### config.mk
export PLATFORM = sky130hd
export DESIGN_NAME = btn_press_ctrl
export DESIGN_NICKNAME = d
export VERILOG_FILES = /design/src/rtl/dig_clock_pkg.sv /design/src/rtl/btn_hold_timer.sv /design/src/rtl/btn_press_ctrl.sv
export SDC_FILE = /design/constraint.sdc
export NUM_CORES = 1
export LEC_CHECK = 0
export BUFFER_PORTS_ARGS = -buffer_cell sky130_fd_sc_hd__buf_2
export CAP_MARGIN = 20
export CELL_PAD_IN_SITES_DETAIL_PLACEMENT = 0
export CELL_PAD_IN_SITES_GLOBAL_PLACEMENT = 1
export CORE_MARGIN = 5
export CORE_UTILIZATION = 46
export CTS_CLUSTER_SIZE = 40
export DETAILED_ROUTE_END_ITERATION = 10
export PLACE_DENSITY = 0.92
export SYNTH_ARGS = -nofsm -noshare
export SYNTH_HDL_FRONTEND = slang
export SYNTH_SLANG_ARGS = --single-unit
### constraint.sdc
create_clock -name CLK -period 5.2 [get_ports CLK]
set_input_delay 0.52 -clock CLK [delete_from_list [all_inputs] [get_ports CLK]]
set_output_delay 0.52 -clock CLK [all_outputs]
set_load 0.01 [all_outputs]
### src/rtl/dig_clock_pkg.sv
// Shared definitions for the digital clock's button handling.
//
// Contents:
//   btn_state_e   - 2-bit encoding of the button-press FSM (ARM, IDLE, SHORT, REPEAT)
//   LONG_MS_DEF   - default hold time, in count-enabled cycles, before auto-repeat
//   REPEAT_MS_DEF - default auto-repeat interval, in count-enabled cycles
package dig_clock_pkg;

  typedef enum logic [1:0] {
    ST_ARM    = 2'd0,
    ST_IDLE   = 2'd1,
    ST_SHORT  = 2'd2,
    ST_REPEAT = 2'd3
  } btn_state_e;

  localparam int LONG_MS_DEF   = 1000;
  localparam int REPEAT_MS_DEF = 200;

endpackage

### src/rtl/btn_hold_timer.sv
// Hold-duration counter for the button-press controller.
//
// Ports:
//   i_clk  - clock, rising edge
//   i_rst  - synchronous active-high reset, clears the count
//   i_clr  - synchronous clear (wins over i_en)
//   i_en   - advance the count by one
//   i_term - terminal value, compared on the full CNT_W width
//   o_hit  - high while the current count equals i_term
//
// The owner clears the counter on state entry and at every terminal count,
// so the count never reaches a wrap.
module btn_hold_timer
  import dig_clock_pkg::*;
#(
  parameter int CNT_W = 10
) (
  input  logic             i_clk,
  input  logic             i_rst,
  input  logic             i_clr,
  input  logic             i_en,
  input  logic [CNT_W-1:0] i_term,
  output logic             o_hit
);

  logic [CNT_W-1:0] r_cnt;

  always_ff @(posedge i_clk) begin
    if (i_rst || i_clr) begin
      r_cnt <= '0;
    end else if (i_en) begin
      r_cnt <= r_cnt + CNT_W'(1);
    end
  end

  assign o_hit = (r_cnt == i_term);

endmodule

### src/rtl/btn_press_ctrl.sv
// Button-press controller: turns the debounced button level into press,
// step (with long-press auto-repeat), short-click and release events.
//
// Ports:
//   CLK       - system clock (1 kHz in the clock design), rising edge
//   rst       - synchronous active-high reset
//   en        - count enable for the hold timer
//   i_btn     - debounced button level, 1 = pressed
//   o_press   - one-cycle pulse when a press is accepted
//   o_step    - one-cycle pulse on press, at the long-press threshold and
//               at every repeat interval after that
//   o_long    - level, high while auto-repeating
//   o_short   - one-cycle pulse on release before the long-press threshold
//   o_release - one-cycle pulse on any release of an accepted press
//
// All outputs come straight from registers.
module btn_press_ctrl
  import dig_clock_pkg::*;
#(
  parameter int LONG_MS   = LONG_MS_DEF,
  parameter int REPEAT_MS = REPEAT_MS_DEF,
  parameter int CNT_W     = 10
) (
  input  logic CLK,
  input  logic rst,
  input  logic en,
  input  logic i_btn,
  output logic o_press,
  output logic o_step,
  output logic o_long,
  output logic o_short,
  output logic o_release
);

  localparam logic [CNT_W-1:0] LONG_TERM = CNT_W'(LONG_MS - 1);
  localparam logic [CNT_W-1:0] REP_TERM  = CNT_W'(REPEAT_MS - 1);

  btn_state_e       r_state;
  btn_state_e       w_state_nxt;
  logic             r_press, r_step, r_long, r_short, r_release;
  logic             w_press, w_step, w_long, w_short, w_release;
  logic             w_clr;
  logic             w_cnt_en;
  logic             w_hit;
  logic [CNT_W-1:0] w_term;

  assign w_term = (r_state == ST_REPEAT) ? REP_TERM : LONG_TERM;

  btn_hold_timer #(
    .CNT_W (CNT_W)
  ) u_timer (
    .i_clk  (CLK),
    .i_rst  (rst),
    .i_clr  (w_clr),
    .i_en   (w_cnt_en),
    .i_term (w_term),
    .o_hit  (w_hit)
  );

  // Timer is held cleared outside SHORT/REPEAT, so it always starts from 0
  // on entry; in SHORT/REPEAT it is cleared again at each terminal count.
  // Release is checked first so it beats a terminal count on the same edge.
  always_comb begin
    w_state_nxt = r_state;
    w_press     = 1'b0;
    w_step      = 1'b0;
    w_long      = 1'b0;
    w_short     = 1'b0;
    w_release   = 1'b0;
    w_clr       = 1'b1;
    w_cnt_en    = 1'b0;
    case (r_state)
      ST_ARM: begin
        // A button held through reset must be let go before it counts.
        if (!i_btn) begin
          w_state_nxt = ST_IDLE;
        end
      end
      ST_IDLE: begin
        if (i_btn) begin
          w_state_nxt = ST_SHORT;
          w_press     = 1'b1;
          w_step      = 1'b1;
        end
      end
      ST_SHORT: begin
        if (!i_btn) begin
          w_state_nxt = ST_IDLE;
          w_release   = 1'b1;
          w_short     = 1'b1;
        end else begin
          w_clr = 1'b0;
          if (en) begin
            if (w_hit) begin
              w_state_nxt = ST_REPEAT;
              w_step      = 1'b1;
              w_long      = 1'b1;
              w_clr       = 1'b1;
            end else begin
              w_cnt_en = 1'b1;
            end
          end
        end
      end
      ST_REPEAT: begin
        if (!i_btn) begin
          w_state_nxt = ST_IDLE;
          w_release   = 1'b1;
        end else begin
          w_long = 1'b1;
          w_clr  = 1'b0;
          if (en) begin
            if (w_hit) begin
              w_step = 1'b1;
              w_clr  = 1'b1;
            end else begin
              w_cnt_en = 1'b1;
            end
          end
        end
      end
      default: begin
        w_state_nxt = ST_ARM;
      end
    endcase
  end

  always_ff @(posedge CLK) begin
    if (rst) begin
      r_state   <= ST_ARM;
      r_press   <= 1'b0;
      r_step    <= 1'b0;
      r_long    <= 1'b0;
      r_short   <= 1'b0;
      r_release <= 1'b0;
    end else begin
      r_state   <= w_state_nxt;
      r_press   <= w_press;
      r_step    <= w_step;
      r_long    <= w_long;
      r_short   <= w_short;
      r_release <= w_release;
    end
  end

  assign o_press   = r_press;
  assign o_step    = r_step;
  assign o_long    = r_long;
  assign o_short   = r_short;
  assign o_release = r_release;

endmodule

==> summary.txt, run 1 <==
CTS
  • CTS clk-pin slew, worst paths: 0.09 ns
  • CTS Buf Count: 3
  • Post-CTS Setup Bufs: 0
  • Hold Buf Count CTS: 0
  • H-tree depth: 1
  • Post-CTS sizing: 0
  • Skew-Pair Late Insertion Delay: 0.29 ns
  • Longest Clk Path Bufs: 2
  • CTS tree: yes
  • Clk sinks: 17
  • Clock Tree Root: clkbuf_4

Synth
  • Synth async-reset ratio: 0
  • Synth top area cells: dfxtp_1 (39%), ha_1 (7.1%), xnor2_1 (6.0%), nor2_1 (5.5%), a2111oi_4 (3.1%)
  • FF+latch count, synth: 17
  • Sequential area share after synthesis: 0.3858
  • Yosys top cell by area: dfxtp_1
  • Post-synth EDFFs: 0
  • Syn Area/Cell: 9.094 sq um
  • Predominant post-synthesis flop cell: dfxtp_1
  • Synth warn: 0
  • Synthesized area: 882.1 sq um
  • Synth top cells by count: dfxtp_1 (17), nor2_1 (13), xnor2_1 (6)
  • Synth top area share: 0.3858
  • Mapped Cells: 97
  • Count leader, synth: dfxtp_1
  • Library cells used by synthesis: 36
  • Mapped Nets: 106

Routing
  • Initial DRT Pass Iterations: 4
  • DRC viols: 0
  • Final WL: 1.575 mm
  • Avg WL per Cell: 12.12 um
  • Top sig layer: met4
  • Vias per cell: 5.554
  • M1 WL: 750 um
  • Starting DRT DRC Count: 9
  • Final ANT Viol Nets: 0
  • WL met2: 708 um
  • WL met3: 90 um
  • Via count: 722

STA
  • Slew headroom: 0.5653
  • Max-slew violations: 0
  • Final Cycle Share: 0.4816
  • Worst slew pin tran: 0.6521 ns
  • Peak Freq: 0.3993 GHz
  • Hold slack: 0.5254 ns
  • Hold Vio Cnt, Final: 0
  • Fin crit period: 2.504 ns
  • Setup_tns: 0 ns
  • Final setup violation count: 0
  • RSZ-0062 raised after global routing: no
  • Clock Skew: 0.005593 ns

Critical path
  • CP cell instances: ha_1 -> or4b_4 -> a2111oi_4 -> a211o_1 -> a21oi_1
  • Startpoint Class: flop
  • CP max stage delay: 0.68 ns
  • Critical Path Sink Type: flop
  • Crit path kind: flop to flop
  • Worst path slowest cell: a2111oi_4
  • Worst Path Arrival: 2.67 ns
  • Crit path max-delay family: compound AO/OA/AOI/OAI gates
  • Critical path fanouts, max: 12
  • Buf+Inv Stages, Crit Path: 0
  • Critical Path RT: 5.37 ns

Die
  • Die height: 53.79 um
  • Initial Utilization: 0.4947
  • Io pins: 9
  • Core Area: 1783 sq um
  • DIE AREA: 2893 sq um
  • Row cnt: 15
  • DIE WIDTH: 53.79 um

Layout
  • Fillers: 185
  • Multi-input gate area: 499.2 sq um
  • Final Core Density: 0.5361
  • Layout cells sized above 1: 0.1714
  • Area Overhead vs Synth: 8.369%
  • Fin cells: 130
  • Final #Nets: 115
  • ANT cells: 0
  • Reg area: 340.3 sq um

Pwr
  • IR drop worst, VDD: 201.7 uV
  • Leakage: 0.3152 nW
  • Pwr dens: 348.0 nW/um^2

Global route
  • GR Overflow Total: 0
  • Vias in the first global route: 586
  • First-pass GRT wire length: 2.628 mm
  • Initial antenna violation count: 0
  • GRT Total Usage: 0.1296
  • Largest net degree at the start of global routing: 14

Placement
  • Gpl congestion: 0.8098
  • Dpl cells: 126
  • Final HPWL DP: 1.165 mm
  • PortBufs: 8

Job
  • Max-cap violations: 0

Run status
  • Status: completed

Hold path
  • Worst Hold Class: input pin to flop
==> cells by family (layout without fill, tap and decap cells) <==
| group | count (synthesis) | in the layout | share of synthesized area |
|---|---|---|---|
| fa+ha+maj | 5 | 5 | 0.07092 |
| compound gates | 24 | 24 | 0.2043 |
| mux | 1 | 1 | 0.01702 |
| buf+inv | 9 | 17 | 0.04823 |
| flops | 17 | 17 | 0.3858 |
| simple gates | 35 | 35 | 0.2142 |
| xor+xnor | 6 | 6 | 0.05957 |
==> final cells by class <==
class / count / share of cell area
multi-input combinational: 71 / 0.5223
sequential: 17 / 0.3560
timing repair buffer: 8 / 0.04188
tap: 25 / 0.03272
clock buffer: 4 / 0.02749
inverter: 5 / 0.01963
==> worst register-to-register path: stages, from the launching register on <==
cell	delay, ns
dfxtp_1	0.38
ha_1	0.30
or4b_4	0.51
a2111oi_4	0.68
a211o_1	0.43
a21oi_1	0.09
==> stage by stage <==
stage | worst slack (ns) | area, sq um | total power [mW]
final | 2.696 | 955.9 | 0.3327
after CTS | 2.687 | 955.9 | 0.3367
after detailed placement | 2.716 | 929.6 | 0.2657
after global placement | 2.801 | 929.6 | 0.2621
after global routing | 2.478 | 955.9 | 0.3611
after floorplan | 3.081 | 882.1 | 0.2425
==> flip-flops by register name (all words and copies together), names as in the netlist <==
| register | count |
|---|---|
| o_long | 1 |
| o_press | 1 |
| o_release | 1 |
| o_short | 1 |
| o_step | 1 |
| r_state | 2 |
| u_timer.r_cnt | 10 |
==> cells in the final DEF (no fill, tap or decap), types with 2 or more instances in the layout <==
master	count
a21oi_1	5
nor3_1	5
buf_2	8
o21ai_1	3
ha_1	5
nand4b_1	2
clkbuf_4	3
xnor2_1	6
nand3_1	3
or3_2	2
nand2_1	3
nor2_1	13
dfxtp_1	17
inv_1	5
a31oi_1	2
o21ai_0	3
==> worst paths after layout <==
path / startpoint / endpoint / slack, ns / cells past startpoint
max: r_state[1]$_SDFFE_PP0P_ / u_timer.r_cnt[2]$_SDFFE_PP0P_ / 2.70 / 5
min reg2reg: u_timer.r_cnt[1]$_SDFFE_PP0P_ / u_timer.r_cnt[1]$_SDFFE_PP0P_ / 0.53 / 2
max reg2reg: r_state[1]$_SDFFE_PP0P_ / u_timer.r_cnt[2]$_SDFFE_PP0P_ / 2.70 / 5
min: rst / o_release$_SDFF_PP0_ / 0.53 / 2
==> power breakdown <==
part / internal (mW) / leakage [nW] / switching (mW)
Combinational: 0.0511 / 0.163 / 0.0642
Sequential: 0.142 / 0.138 / 0.00777
Clock: 0.0298 / 0.0150 / 0.0381
==> routing by layer <==
layer / vias up / global-route usage
met5: - / 0
met4: 0 / 0.06383
met3: 4 / 0.05817
met2: 17 / 0.1794
met1: 336 / 0.1678
li1: 365 / -
(Power assumes the default switching activity.)
==> run 2: changes to the inputs <==
- ABC_AREA: unset -> 1
- CORE_UTILIZATION: 46 -> 36
- PLACE_DENSITY: 0.92 -> 0.83
- clock period: 5.2 -> 2.3 ns (I/O delays scaled with it)
==> summary.txt, run 2 <==
Run status
  • Status: completed (unchanged)

Layout
  • Layout cells sized above 1: 0.1286 (was 0.1714)
  • Top flop regs: u_timer.r_cnt (10), r_state (2) (unchanged)
  • Most frequent cells in the layout: nand2_1 (38), dfxtp_1 (17), nor2_1 (15) (was dfxtp_1 (17), nor2_1 (13), buf_2 (8))
  • Max reg flops: 10 (unchanged)
  • Largest Register: u_timer.r_cnt (unchanged)
  • Commonest non-fill, non-tap cell in the layout: nand2_1 (was dfxtp_1)
  • Final Core Density: 0.4084 (was 0.5361)
  • ANT cells: 0 (unchanged)
  • Area Overhead vs Synth: 9.669% (was 8.369%)
  • Post-Layout Inst Area: 993.5 sq um (was 955.9 sq um)
  • Final #Nets: 150 (was 115)
  • Fin cells: 170 (was 130)

Synth
  • Mapped Nets: 139 (was 106)
  • Predominant post-synthesis flop cell: dfxtp_1 (unchanged)
  • Yosys top cell by area: dfxtp_1 (unchanged)
  • Synth top area cells: dfxtp_1 (38%), nand2_1 (16%), ha_1 (6.9%), a21oi_1 (6.6%), nor2_1 (6.2%) (was dfxtp_1 (39%), ha_1 (7.1%), xnor2_1 (6.0%), nor2_1 (5.5%), a2111oi_4 (3.1%))
  • Sequential area share after synthesis: 0.3757 (was 0.3858)
  • Synth async-reset ratio: 0 (unchanged)
  • Post-synth EDFFs: 0 (unchanged)
  • Mapped Cells: 130 (was 97)
  • Synth top area share: 0.3757 (was 0.3858)
  • Library cells used by synthesis: 19 (was 36)
  • Count leader, synth: nand2_1 (was dfxtp_1)
  • Synth warn: 0 (unchanged)
  • FF+latch count, synth: 17 (unchanged)
  • Syn Area/Cell: 6.968 sq um (was 9.094 sq um)
  • Synth top cells by count: nand2_1 (38), dfxtp_1 (17), nor2_1 (15) (was dfxtp_1 (17), nor2_1 (13), xnor2_1 (6))
  • Synthesized area: 905.9 sq um (was 882.1 sq um)

Routing
  • Vias per cell: 4.618 (was 5.554)
  • Initial DRT Pass Iterations: 4 (unchanged)
  • Final ANT Viol Nets: 0 (unchanged)
  • Starting DRT DRC Count: 31 (was 9)
  • Final WL: 1.706 mm (was 1.575 mm)
  • Via count: 785 (was 722)
  • DRC viols: 0 (unchanged)
  • Avg WL per Cell: 10.04 um (was 12.12 um)

CTS
  • Skew-Pair Late Insertion Delay: 0.29 ns (about the same)
  • Post-CTS sizing: 0 (unchanged)
  • Hold Buf Count CTS: 0 (unchanged)
  • CTS tree: yes (unchanged)
  • Longest Clk Path Bufs: 2 (unchanged)
  • Clk sinks: 17 (unchanged)
  • CTS clk-pin slew, worst paths: 0.10 ns (was 0.09 ns)
  • Post-CTS Setup Bufs: 0 (unchanged)
  • H-tree depth: 1 (unchanged)
  • Clock Tree Root: clkbuf_4 (unchanged)
  • CTS Buf Count: 3 (unchanged)

Die
  • DIE AREA: 3619 sq um (was 2893 sq um)
  • DIE WIDTH: 60.16 um (was 53.79 um)
  • Initial Utilization: 0.3724 (was 0.4947)
  • Core Area: 2432 sq um (was 1783 sq um)
  • Io pins: 9 (unchanged)
  • Row cnt: 18 (was 15)
  • Die height: 60.16 um (was 53.79 um)

Pwr
  • Internal power: 435.9 uW (was 222.5 uW)
  • Clock power share: 0.246 (was 0.204)
  • Comb pwr share: 0.251 (was 0.347)
  • Psw: 210.9 uW (was 110.1 uW)
  • Pwr dens: 651.0 nW/um^2 (was 348.0 nW/um^2)
  • IR drop worst, VDD: 453.1 uV (was 201.7 uV)
  • Switching share of power: 0.3261 (was 0.3310)
  • Seq pwr share: 0.503 (was 0.449)
  • Leakage: 0.3992 nW (was 0.3152 nW)

Critical path
  • Startpoint Class: flop (unchanged)
  • Worst setup path start: r_state[0]$_SDFFE_PP0P_ (was r_state[1]$_SDFFE_PP0P_)
  • Critical path fanouts, max: 11 (was 12)
  • Worst Path Arrival: 1.87 ns (was 2.67 ns)
  • Crit path kind: flop to flop (unchanged)
  • Critical Path RT: 2.48 ns (was 5.37 ns)
  • Critical Path Sink Type: flop (unchanged)
  • R2r startpoint: r_state[0]$_SDFFE_PP0P_ (was r_state[1]$_SDFFE_PP0P_)

STA
  • Clock Skew: 0.001663 ns (was 0.005593 ns)
  • Final Cycle Share: 0.7338 (was 0.4816)
  • Slew headroom: 0.7759 (was 0.5653)
  • Worst slew pin tran: 0.3327 ns (was 0.6521 ns)
  • Max-slew violations: 0 (unchanged)
  • Final setup violation count: 0 (unchanged)
  • RSZ-0062 raised after global routing: no (unchanged)
  • Peak Freq: 0.5925 GHz (was 0.3993 GHz)
  • Setup_tns: 0 ns (unchanged)
  • Fin crit period: 1.688 ns (was 2.504 ns)
  • Hold Vio Cnt, Final: 0 (unchanged)

Placement
  • PortBufs: 8 (unchanged)
  • Placed cell area: 967.2 sq um (was 929.6 sq um)
  • Dpl cells: 166 (was 126)
  • Final HPWL DP: 1.326 mm (was 1.165 mm)
  • Gpl congestion: 0.7760 (was 0.8098)

Hold path
  • Worst Hold Class: input pin to flop (unchanged)
  • Hold Path Origin: rst (unchanged)

Global route
  • Largest net degree at the start of global routing: 12 (was 14)
  • Vias in the first global route: 710 (was 586)
  • First-pass GRT wire length: 3.015 mm (was 2.628 mm)
  • Initial antenna violation count: 0 (unchanged)
  • GRT Total Usage: 0.1117 (was 0.1296)
  • GR Overflow Total: 0 (unchanged)

Job
  • Max-cap violations: 0 (unchanged)
run 2: cell types whose count changed in the layout (fill, tap and decap cells not counted), moves of 6 or more:
| cell | previous run | this run |
|---|---|---|
| a21oi_1 | 5 | 12 |
| xor2_1 | 0 | 6 |
| inv_1 | 5 | 14 |
| nand2_1 | 3 | 38 |
run 2: layout make-up:
cell class	instances	area [sq um]
clock buffers	4	26.28
flip-flops and latches	17	340.3
well taps	30	37.54
repair buffers	8	40.04
fillers	271	1439
inverters	16	60.06
multi-input cells	95	489.2
run 2: logic make-up (layout without fill, tap and decap cells):
logic type | count (synthesis) | in the layout | share of synthesized area
adder cells (fa/ha/maj) | 5 | 5 | 0.06906
buffers and inverters | 18 | 28 | 0.08425
AO/OA/AOI/OAI | 16 | 16 | 0.09531
flip-flops | 17 | 17 | 0.3757
XOR/XNOR | 8 | 8 | 0.07735
AND/OR/NAND/NOR | 66 | 66 | 0.2983
run 2: layer usage:
layer	part of all wire	vias to the layer above	track usage
met2	0.43	7	0.1620
met1	0.53	352	0.1525
met3	0.030	2	0.03888
met4	0.0088	0	0.03797
met5	0	-	0
li1	-	424	-
run 2: path summary, 6_finish.rpt:
kind	end	slack, ns	depth (start not counted)
setup reg to reg	u_timer.r_cnt[8]$_SDFFE_PP0P_	0.61	8
hold reg to reg	u_timer.r_cnt[9]$_SDFFE_PP0P_	0.49	2
setup / recovery	u_timer.r_cnt[8]$_SDFFE_PP0P_	0.61	8
hold / removal	o_release$_SDFF_PP0_	0.13	2
run 2: per-stage QoR:
stage | hold WS, ns | power, mW | worst slack (ns)
finish | 0.1268 | 0.6468 | 0.6122
global route | 0.1240 | 0.6923 | 0.4400
CTS | 0.1186 | 0.6521 | 0.6141
detailed placement | 0.4342 | 0.4921 | 0.6464
global placement | 0.4303 | 0.4835 | 0.6899
floorplan | 0.3068 | 0.4527 | 0.9447
run 2: power by group through the flow:
stage / clock [mW] / combinational (mW) / sequential, mW
2_1_floorplan: 0 / 0.120 / 0.333
3_3_place_gp: 0 / 0.153 / 0.331
3_5_place_dp: 0 / 0.160 / 0.332
4_1_cts: 0.166 / 0.161 / 0.325
5_1_grt: 0.177 / 0.188 / 0.327
6_report: 0.159 / 0.162 / 0.325
run 2: critical path, stage by stage (launching register included):
cell,delay [ns]
dfxtp_1,0.41
inv_1,0.09
ha_1,0.26
o21ai_0,0.25
nor2_1,0.08
nand2_2,0.21
inv_2,0.14
nand2_1,0.09
a21oi_1,0.06
